## src/rtl/uart_defs.sv

```systemverilog
// ============================================================================
//  Module      : uart_defs (package)
//  Description : Shared definitions for the UART receiver and transmitter:
//                3-bit state encodings and default frame timing.
//  Revision    : 1.0 - initial release
// ============================================================================
`default_nettype none

package uart_defs;

  // Default timing: system clocks per serial bit, and data bits per frame
  localparam int DEF_CLKS_PER_BIT = 16;
  localparam int DEF_DATA_BITS    = 8;

  // Receiver/transmitter state encodings
  localparam logic [2:0] ST_IDLE   = 3'd0;
  localparam logic [2:0] ST_START  = 3'd1;
  localparam logic [2:0] ST_DATA   = 3'd2;
  localparam logic [2:0] ST_PARITY = 3'd3;
  localparam logic [2:0] ST_STOP   = 3'd4;

endpackage

`default_nettype wire

```

## src/rtl/bit_timer.sv

```systemverilog
// ============================================================================
//  Module      : bit_timer
//  Description : Free-running bit-period counter. Counts 0..CLKS_PER_BIT-1,
//                flags the half-bit point and the end of a bit period, and
//                restarts from zero whenever clr is asserted.
//  Revision    : 1.0 - initial release
// ============================================================================
`default_nettype none

module bit_timer #(
  parameter int CLKS_PER_BIT = 16
) (
  input  logic clk,
  input  logic rst,
  input  logic clr,
  output logic half,
  output logic full
);

  localparam int CW = $clog2(CLKS_PER_BIT);

  logic [CW-1:0] cnt;

  // Counter: cleared on request, wraps at the end of each bit period
  always_ff @(posedge clk) begin
    if (rst || clr) begin
      cnt <= '0;
    end else if (full) begin
      cnt <= '0;
    end else begin
      cnt <= cnt + 1'b1;
    end
  end

  assign half = (cnt == CW'(CLKS_PER_BIT / 2 - 1));
  assign full = (cnt == CW'(CLKS_PER_BIT - 1));

endmodule

`default_nettype wire

```

## src/rtl/uart_rx.sv

```systemverilog
// ============================================================================
//  Module      : uart_rx
//  Description : Oversampling serial receiver for start + DATA_BITS (+ even
//                parity) + stop frames. Rejects start-bit glitches, checks
//                the stop bit and strobes each good byte with a one-cycle
//                valid pulse.
//                Optional feature macro: UART_RX_PARITY_EN (adds even parity
//                bit, PARITY state and the parity_err output).
//  Revision    : 1.0 - initial release
// ============================================================================
`default_nettype none

module uart_rx
  import uart_defs::*;
#(
  parameter int CLKS_PER_BIT = DEF_CLKS_PER_BIT,
  parameter int DATA_BITS    = DEF_DATA_BITS
) (
  input  logic                 clk,
  input  logic                 rst,
  input  logic                 rxd,
  output logic [DATA_BITS-1:0] data,
  output logic                 valid,
  output logic                 frame_err,
`ifdef UART_RX_PARITY_EN
  output logic                 parity_err,
`endif
  output logic                 busy
);

  localparam int IDX_W = $clog2(DATA_BITS);

  logic                 sync1;
  logic                 rs;
  logic [2:0]           state;
  logic [2:0]           next_state;
  logic [IDX_W-1:0]     idx;
  logic [DATA_BITS-1:0] shreg;
  logic                 timer_clr;
  logic                 half;
  logic                 full;
  logic                 last_bit;
  logic                 bit_sample;
  logic                 stop_sample;
`ifdef UART_RX_PARITY_EN
  logic                 par_bit;
  logic                 par_sample;
  logic                 par_ok;
`endif

  bit_timer #(
    .CLKS_PER_BIT (CLKS_PER_BIT)
  ) u_bit_timer (
    .clk  (clk),
    .rst  (rst),
    .clr  (timer_clr),
    .half (half),
    .full (full)
  );

  // Two-flop synchronizer; idle-high reset so reset never looks like a start bit
  always_ff @(posedge clk) begin
    if (rst) begin
      sync1 <= 1'b1;
      rs    <= 1'b1;
    end else begin
      sync1 <= rxd;
      rs    <= sync1;
    end
  end

  // State register
  always_ff @(posedge clk) begin
    if (rst) begin
      state <= ST_IDLE;
    end else begin
      state <= next_state;
    end
  end

  assign last_bit = (idx == IDX_W'(DATA_BITS - 1));

  // Next-state logic
  always_comb begin
    next_state = state;
    case (state)
      ST_IDLE:  if (!rs) next_state = ST_START;
      ST_START: if (half) next_state = rs ? ST_IDLE : ST_DATA;
`ifdef UART_RX_PARITY_EN
      ST_DATA:   if (full && last_bit) next_state = ST_PARITY;
      ST_PARITY: if (full) next_state = ST_STOP;
`else
      ST_DATA:   if (full && last_bit) next_state = ST_STOP;
`endif
      ST_STOP:  if (full) next_state = ST_IDLE;
      default:  next_state = ST_IDLE;
    endcase
  end

  // FSM outputs: the timer restarts on every state change and idles at zero
  always_comb begin
    busy        = (state != ST_IDLE);
    timer_clr   = (state == ST_IDLE) || (next_state != state);
    bit_sample  = (state == ST_DATA) && full;
    stop_sample = (state == ST_STOP) && full;
`ifdef UART_RX_PARITY_EN
    par_sample  = (state == ST_PARITY) && full;
    par_ok      = ~(^shreg ^ par_bit);
`endif
  end

  // Datapath: shift register, bit index and registered result strobes
  always_ff @(posedge clk) begin
    if (rst) begin
      idx        <= '0;
      shreg      <= '0;
      data       <= '0;
      valid      <= 1'b0;
      frame_err  <= 1'b0;
`ifdef UART_RX_PARITY_EN
      par_bit    <= 1'b0;
      parity_err <= 1'b0;
`endif
    end else begin
      valid      <= 1'b0;
      frame_err  <= 1'b0;
`ifdef UART_RX_PARITY_EN
      parity_err <= 1'b0;
      if (par_sample) par_bit <= rs;
`endif
      if (state != ST_DATA) begin
        idx <= '0;
      end else if (full) begin
        idx <= idx + 1'b1;
      end
      if (bit_sample) begin
        shreg <= {rs, shreg[DATA_BITS-1:1]};
      end
      if (stop_sample) begin
        // A bad stop bit outranks a parity mismatch
        if (!rs) begin
          frame_err <= 1'b1;
`ifdef UART_RX_PARITY_EN
        end else if (!par_ok) begin
          parity_err <= 1'b1;
`endif
        end else begin
          data  <= shreg;
          valid <= 1'b1;
        end
      end
    end
  end

endmodule

`default_nettype wire

```

## config.mk

```make
export PLATFORM = sky130hd
export DESIGN_NAME = uart_rx
export DESIGN_NICKNAME = d
export VERILOG_FILES = /design/src/rtl/uart_defs.sv /design/src/rtl/bit_timer.sv /design/src/rtl/uart_rx.sv
export SDC_FILE = /design/constraint.sdc
export NUM_CORES = 1
export LEC_CHECK = 0
export CORE_MARGIN = 10
export CORE_UTILIZATION = 30
export CTS_CLUSTER_DIAMETER = 80
export CTS_CLUSTER_SIZE = 14
export DETAILED_ROUTE_END_ITERATION = 6
export HOLD_SLACK_MARGIN = 0.12
export RECOVER_POWER = 50
export SETUP_SLACK_MARGIN = 0.3
export SLEW_MARGIN = 10
export SYNTH_ARGS = -nofsm -noshare
export SYNTH_HDL_FRONTEND = slang
export SYNTH_SLANG_ARGS = --single-unit
```

## constraint.sdc

```tcl
create_clock -name clk -period 2.1 [get_ports clk]
set_input_delay 0.525 -clock clk [delete_from_list [all_inputs] [get_ports clk]]
set_output_delay 0.525 -clock clk [all_outputs]
set_load 0.01 [all_outputs]
```

# Word level (Yosys, flattened, before mapping)

Index checks and enable logic that the tools add are counted.

Bitwise gates (word level): 1
Equal/unequal tests: 8
$add $sub $neg: 2
Reductions and logical operators: 11
Mux-type cells: 8

Operator list:

| kind                | count |
|---|---|
| $mux 3              | 4 |
| $pmux 3 s4          | 1 |
| $eq 3x3->1 const B  | 2 |
| $reduce_or 2->1     | 3 |
| $add 4x1->4 const B | 1 |
| $eq 4x3->1 const B  | 1 |
| $eq 4x4->1 const B  | 1 |
| $add 3x1->3 const B | 1 |
| $eq 3x1->1 const B  | 1 |
| $eq 3x2->1 const B  | 1 |
| $logic_and 1x1->1   | 3 |
| $logic_not 3->1     | 1 |
| $ne 3x2->1 const B  | 1 |
| $ne 3x3->1          | 1 |
| $reduce_bool 3->1   | 1 |
| $logic_or 1x1->1    | 2 |
| $mux 1              | 2 |
| $mux 2              | 1 |
| $reduce_and 2->1    | 1 |
| $not 1->1           | 1 |

Output and inout port bits: 11
Bits of input ports: 3
Bits in registers: 30
Word-level logic and storage cells: 39

# Logic depth before layout (Yosys ltp)

Gate-level depths: netlist of the first run.

Depth after elaboration: 8
Mapped depth: 6
Gate-level depth less buffers: 4

# Cells and area by module

A second synthesis of the first run with hierarchy kept.

Cell total of the unflattened synthesis: 124
Area, all modules: 1,293.7 µm²

By module, submodules not included:

| module    | seq. area each (µm²) | times used | cells each | area an instance (µm²) |
|---|---|---|---|---|
| uart_rx   | 520.5                | 1          | 107        | 1,113.6 |
| bit_timer | 80.1                 | 1          | 17         | 180.2 |

# Worst setup path before layout of the first run

No wires, ideal clock.

Path kind: reg-to-reg
From: register u_bit_timer.cnt[0]
To: register data[1]
Data arrival time: 1.410 ns
Data required time: 2.028 ns
Buffers on the path: 2
Path slack: 0.618 ns
Period minus slack after synthesis: 1.482 ns
Setup time: 0.072 ns
Cell stages (with the launch flop): 7
Path through: dfxtp_1 ha_1 and3_1 buf_6 and4_1 buf_6 mux2i_1

Word-level cells in the longest chain between the ends: 3

Ends and longest elaborated chain:

| what                              | line            | source |
|---|---|---|
| start: declaration                | bit_timer.sv:22 | `logic [CW-1:0] cnt;` |
| start signal: assignment          | bit_timer.sv:31 | `cnt <= cnt + 1'b1;` |
| $eq 4x4->1                        | bit_timer.sv:36 | `assign full = (cnt == CW'(CLKS_PER_BIT - 1));` |
| $logic_and 1x1->1                 | uart_rx.sv:105  | `stop_sample = (state == ST_STOP) && full;` |
| $reduce_and 2->1 (no source line) | -               |  |
| end signal: assignment            | uart_rx.sv:148  | `data <= shreg;` |
| end: declaration                  | uart_rx.sv:22   | `output logic [DATA_BITS-1:0] data,` |

Every way passes these cells.
A chain may end at the register's enable or synchronous reset.

# Worst setup path after layout of the first run

From: input rst
To: register u_bit_timer.cnt[3]

Word-level cells in the longest chain between the ends: 2

Ends and longest elaborated chain:

| what                             | line            | source |
|---|---|---|
| start: declaration               | uart_rx.sv:20   | `input logic rst,` |
| $logic_or 1x1->1                 | bit_timer.sv:26 | `if (rst \|\| clr) begin` |
| $reduce_or 2->1 (no source line) | -               |  |

Every way passes these cells.

==> impl_metrics.yaml, run 1 <==
worst_setup_path:
  critPathTopFamily: "buffers and inverters"
  crit_fanout: 5
  crit_path_start_kind: "input pin"
  cp_cell_sequence: "dlygate4sd3_1 -> nor4b_1 -> a22oi_1 -> a311oi_1"
  cp.arrival_ps: 2010
  reg2reg_from: "u_bit_timer.cnt[0]"
  worstSetupPathType: "input pin to flop"
  startpoint: "rst"
  rr_worst_depth: 6
  cp.buffers_inverters: 1
  cp_slowest_cell: "dlygate4sd3_1"
  cp-end-kind: "flop"
  rr_endpoint: "shreg[3]"
  worstPathRequired_ps: 2290
  ff2ff_setup_slack_ps: 400
  critical-path-max-stage-delay_ps: 630
layout:
  antenna_cells: 0
  regArea_um2: 606
  n_fill_cell: 409
  drive_gt1_share_pct: 13.1
  nNetsFinal: 142
  multi_input_area_um2: 593
  syn2layout_area_growth_pct: 20.9
  instances_no_fill: 187
logic_synthesis:
  synth_most_common_cell: "dfxtp_1"
  synth.yosys.seq_area_share_pct: 47.8
  ys_seq_elements: 30
  synth_top_family_by_area: "simple AND/OR/NAND/NOR gates"
  netlist_top_cells_count: "dfxtp_1, nand2b_1, mux2i_1, nand2_1"
  synth_xor_area_share_pct: 2.09
  synth.mux.area_fraction_pct: 12.7
  post_synth_num_cell_types: 32
  yosys_most_used_dff: "dfxtp_1"
  synth_fa_ha_area_share_pct: 2.99
  yosys_warnings: 0
  synth_area_leaders: "dfxtp_1, mux2i_1, nand2b_1"
  syn_area_um2: 1260
  syn_inst: 118
  avgSynthCellArea_um2: 10.6
  syn-num-nets: 124
  synth-edff-count: 0
  synth_top_cell_area_share_pct: 47.8
  synth.largest_area_cell: "dfxtp_1"
  synth_simple_gate_area_share_pct: 21.5
  synth_compound_area_share_pct: 8.37
  async_reset_ff_share_pct: 0
clock_tree:
  cts_buffers: 5
  clkTransAtPathRegs_ps: 70
  cts_sinks: 30
  clock_path_buffers: 2
  cts_tree: "yes"
  cts-root-buf: "clkbuf_8"
  ctsHoldBuffers: 0
  clk_latency_ps: 280
  htree_levels: 2
placed_design:
  post-place-cells: 179
  dp_hpwl_um: 1680
  routabilityCongestion: 0.737
  port_buffers: 13
  place_ws_ps: 271
sta:
  hold_viol: 0
  period_minus_slack_ps: 1830
  fin_crit_sh_pct: 87.1
  skew_ps: 9.22
  max_freq_ghz: 0.547
  setup_tns_ps: 0
  finalMaxSlewViolations: 0
  layout_setup_ws_ps: 272
  grt_setup_unrepaired: "yes"
  finalSetupViolations: 0
  relSlewSlack_pct: 65.6
  tightest_slew_ps: 510
global_route:
  antenna_found_initial: 0
  grt_max_degree: 20
  gr-usage-all-layers_pct: 6.94
  grt_pass1_vias: 939
  grt_overflow: 0
  grt_pass1_wl_um: 4110
worst_hold_path:
  hp-class: "flop to flop"
  holdPathEnd: "rs"
  min-delay-start: "sync1"
  min_path_cells: 1
floorplanning:
  rows: 23
  dieArea_um2: 7180
  die-height_um: 84.7
  initial_core_util_pct: 31.2
  die_x_um: 84.7
  core_um2: 4030
  io_pins: 14
detailed_routing:
  ant_nets: 0
  wl_per_cell_um: 12.3
  drc: 0
  first_pass_iters: 4
  vias: 860
  wl_um: 2300
  viasPerCell: 4.60
  first_iter_violations: 13
outcome:
  status: "finished, final reports clean"
power_and_ir_drop:
  power_density_nw_per_um2: 712
  p_leak_uw: 0.000622
  vdd_drop_max_v: 0.000309
run:
  cap_violations: 0
## where the power goes
part / internal (µW) / switching (µW) / total [µW]
Clock: 263 / 215 / 478
Combinational: 14.7 / 13.5 / 28.3
Sequential: 571 / 3.14 / 574
Total: 849 / 232 / 1080
## worst max-delay path by stage
stage,depth (start not counted),to,slack (ps)
global placement,4,u_bit_timer.cnt[0],310
CTS,2,busy,310
finish,4,u_bit_timer.cnt[3],270
floorplan,6,data[1],620
global route,4,u_bit_timer.cnt[0],150
detailed placement,4,u_bit_timer.cnt[3],270
## kinds of logic after synthesis
kind of cell,count (synthesis)
flip-flops,30
AO/OA/AOI/OAI,12
adder cells (fa/ha/maj),3
AND/OR/NAND/NOR,46
buffers and inverters,8
XOR/XNOR,3
multiplexers,16
## layout by cell type (no fill, tap or decap), drive strengths merged, types with 2 or more instances in the layout
cell           instances
dfxtp                 30
nand2b                18
mux2i                 16
nand2                  8
dlygate4sd3            7
clkbuf                 6
clkdlybuf4s50          5
buf                    5
nor2                   4
nor3                   4
a21oi                  3
ha                     3
nand3b                 2
a22oi                  2
or2                    2
inv                    2
xnor2                  2
## final cells by class
type	instances	area share, %
Tap cell	50	4.12
Clock inverter	2	0.824
Clock buffer	6	5.44
Sequential cell	30	39.9
Timing Repair Buffer	17	10.2
Inverter	2	0.494
Multi-Input combinational cell	80	39.0
## metal layers
layer | global-route usage, % | vias up | part of all wire (%)
met5 | 0 | - | 0
met4 | 4.94 | 0 | 2.3
met3 | 3.29 | 6 | 5.9
met2 | 11.3 | 14 | 49
met1 | 6.79 | 397 | 43
li1 | - | 443 | -
## state kept, by name (all words and copies together), names as in the netlist
| signal | flops |
|---|---|
| valid | 1 |
| state | 3 |
| sync1 | 1 |
| frame_err | 1 |
| shreg | 8 |
| data | 8 |
| rs | 1 |
| idx | 3 |
| u_bit_timer.cnt | 4 |
## timing repair
action | CTS | global route
setup endpoints to repair | 1 | 17
setup buffers | 0 | 0
resized for setup | 6 | 2
endpoints found under the hold margin | 0 | 0
## stage by stage
| stage | util, % | hold WS, ps | instance area [µm²] | power, µW |
|---|---|---|---|---|
| 2_1_floorplan | - | 389 | 1260 | 607 |
| 3_3_place_gp | 35.5 | 399 | 1430 | 617 |
| 3_5_place_dp | 35.5 | 405 | 1430 | 618 |
| 4_1_cts | 38.0 | 434 | 1530 | 1090 |
| 5_1_grt | 37.7 | 445 | 1520 | 1120 |
| 6_report | 37.7 | 430 | 1520 | 1080 |
Power figures use the tool's default switching activity.
==> inputs of run 2 (changes only) <==
CORE_ASPECT_RATIO = 0.9   (was unset)
CORE_MARGIN = 4   (was 10)
CORE_UTILIZATION = 51   (was 30)
PLACE_DENSITY = 0.73   (was unset)
==> impl_metrics.yaml, run 2 (synthesis results as in run 1) <==
outcome:
  status: "finished, final reports clean"
detailed_routing:
  first_iter_violations: 12
  wl_um: 2190
  viasPerCell: 5.20
  vias: 852
  first_pass_iters: 4
  ant_nets: 0
  top_layer_used: "met4"
  wl_met1_um: 1050
  route.met3.wl_um: 107
  route.met2.wl_um: 989
  drc: 0
  wl_per_cell_um: 13.3
floorplanning:
  initial_core_util_pct: 55.5
  dieArea_um2: 3320
  io_pins: 14
  rows: 16
  die-height_um: 55.1
  core_um2: 2260
  die_x_um: 60.3
worst_setup_path:
  cp.buffers_inverters: 1
  worstPathRequired_ps: 2350
  cp_slowest_cell: "clkbuf_1"
  critPathTopFamily: "buffers and inverters"
  crit_fanout: 9
  cp_cell_sequence: "ha_1 -> and3_4 -> nand4b_1 -> clkbuf_1 -> mux2i_1"
  worstSetupPathType: "flop to flop"
  cp-end-kind: "flop"
  ff2ff_setup_slack_ps: 280
  cp.arrival_ps: 2070
  crit_path_start_kind: "flop"
  critical-path-max-stage-delay_ps: 480
sta:
  skew_ps: 10.6
  relSlewSlack_pct: 59.3
  fin_crit_sh_pct: 86.5
  grt_setup_unrepaired: "no"
  finalSetupViolations: 0
  hold_ws_ps: 425
  finalMaxSlewViolations: 0
  max_freq_ghz: 0.551
  period_minus_slack_ps: 1820
  tightest_slew_ps: 610
  hold_viol: 0
  setup_tns_ps: 0
  layout_setup_ws_ps: 285
layout:
  antenna_cells: 0
  reg_top3: "data x8, shreg x8, u_bit_timer.cnt x4"
  syn2layout_area_growth_pct: 17.3
  n_fill_cell: 192
  mostFrequentLayoutCell: "dfxtp_1"
  nNetsFinal: 142
  layout_common_cells: "dfxtp_1, nand2b_1, mux2i_1"
  instances_no_fill: 164
  drive_gt1_share_pct: 13.1
  final_util_pct: 65.2
worst_hold_path:
  hp-class: "flop to flop"
power_and_ir_drop:
  p_leak_uw: 0.000591
  p_sw_share_pct: 20.4
  power_density_nw_per_um2: 709
  p_switching_uw: 213
  seqPwrFrac_pct: 54.9
  p_clk_share_pct: 42.4
  vdd_drop_max_v: 0.000644
  comb_power_share_pct: 2.7
  internal_power_uw: 832
clock_tree:
  htree_levels: 2
  cts_tree: "yes"
  clock_path_buffers: 2
  ctsHoldBuffers: 0
  clk_latency_ps: 330
  cts_buffers: 5
  cts_sinks: 30
  clkTransAtPathRegs_ps: 90
  cts-root-buf: "clkbuf_4"
global_route:
  grt_overflow: 0
  grt_pass1_wl_um: 3660
  gr-usage-all-layers_pct: 15.6
  antenna_found_initial: 0
  grt_max_degree: 18
  grt_pass1_vias: 822
placed_design:
  dp_hpwl_um: 1480
  port_buffers: 13
  place_ws_ps: 267
  post-place-cells: 155
  routabilityCongestion: 0.728
run:
  cap_violations: 0
[run 2: cell types whose count changed in the layout (fill, tap and decap cells not counted), moves of 3 or more]
cell	before	now
clkbuf_8	6	0
dlygate4sd3_1	7	1
clkbuf_4	0	5
clkdlybuf4s25_1	0	3
clkdlybuf4s50_1	5	8
[run 2: layout make-up]
cell class | instances | area (µm²) | share of cell area, %
Timing Repair Buffer | 17 | 151 | 10.3
Tap cell | 27 | 33.8 | 2.29
Clock buffer | 5 | 37.5 | 2.55
Clock inverter | 3 | 40.0 | 2.72
Multi-Input combinational cell | 80 | 598 | 40.6
Sequential cell | 30 | 606 | 41.1
Inverter | 2 | 7.51 | 0.509
[run 2: metal layers]
metal | vias to the layer above | GRT usage, %
met1 | 383 | 18.2
met3 | 4 | 7.19
li1 | 445 | -
met4 | 0 | 5.54
met5 | - | 0
met2 | 20 | 25.2
[run 2: stage by stage]
stage / total power (µW) / area (µm²)
3_5_place_dp: 618 / 1390
4_1_cts: 1060 / 1480
6_report: 1040 / 1470
2_1_floorplan: 607 / 1260
3_3_place_gp: 618 / 1390
5_1_grt: 1090 / 1470
[run 2: power groups by stage]
stage	registers [µW]	logic (µW)	clock network, µW
finish	574	28.1	443
detailed placement	588	30.0	0
CTS	574	29.1	459
global placement	589	29.4	0
floorplan	587	19.3	0
global route	575	31.2	485
[run 2: worst paths after layout]
path         cells after the start                from       end
max                              5  u_bit_timer.cnt[0]  shreg[7]
min                              1               sync1        rs
max reg2reg                      5  u_bit_timer.cnt[0]  shreg[7]
min reg2reg                      1               sync1        rs
[run 2: worst reg2reg max path, delay by kind of cell, from the launching register on]
family | cells | cell delay (ps)
adders and majority gates | 1 | 290
buffers and inverters | 1 | 480
DFF | 1 | 350
muxes | 1 | 270
and+or+nand+nor | 2 | 360
[run 2: what timing repair did]
item                                    CTS  global route
gates resized for setup                   8             4
setup buffers                             1             0
endpoints found under the setup margin    2             9
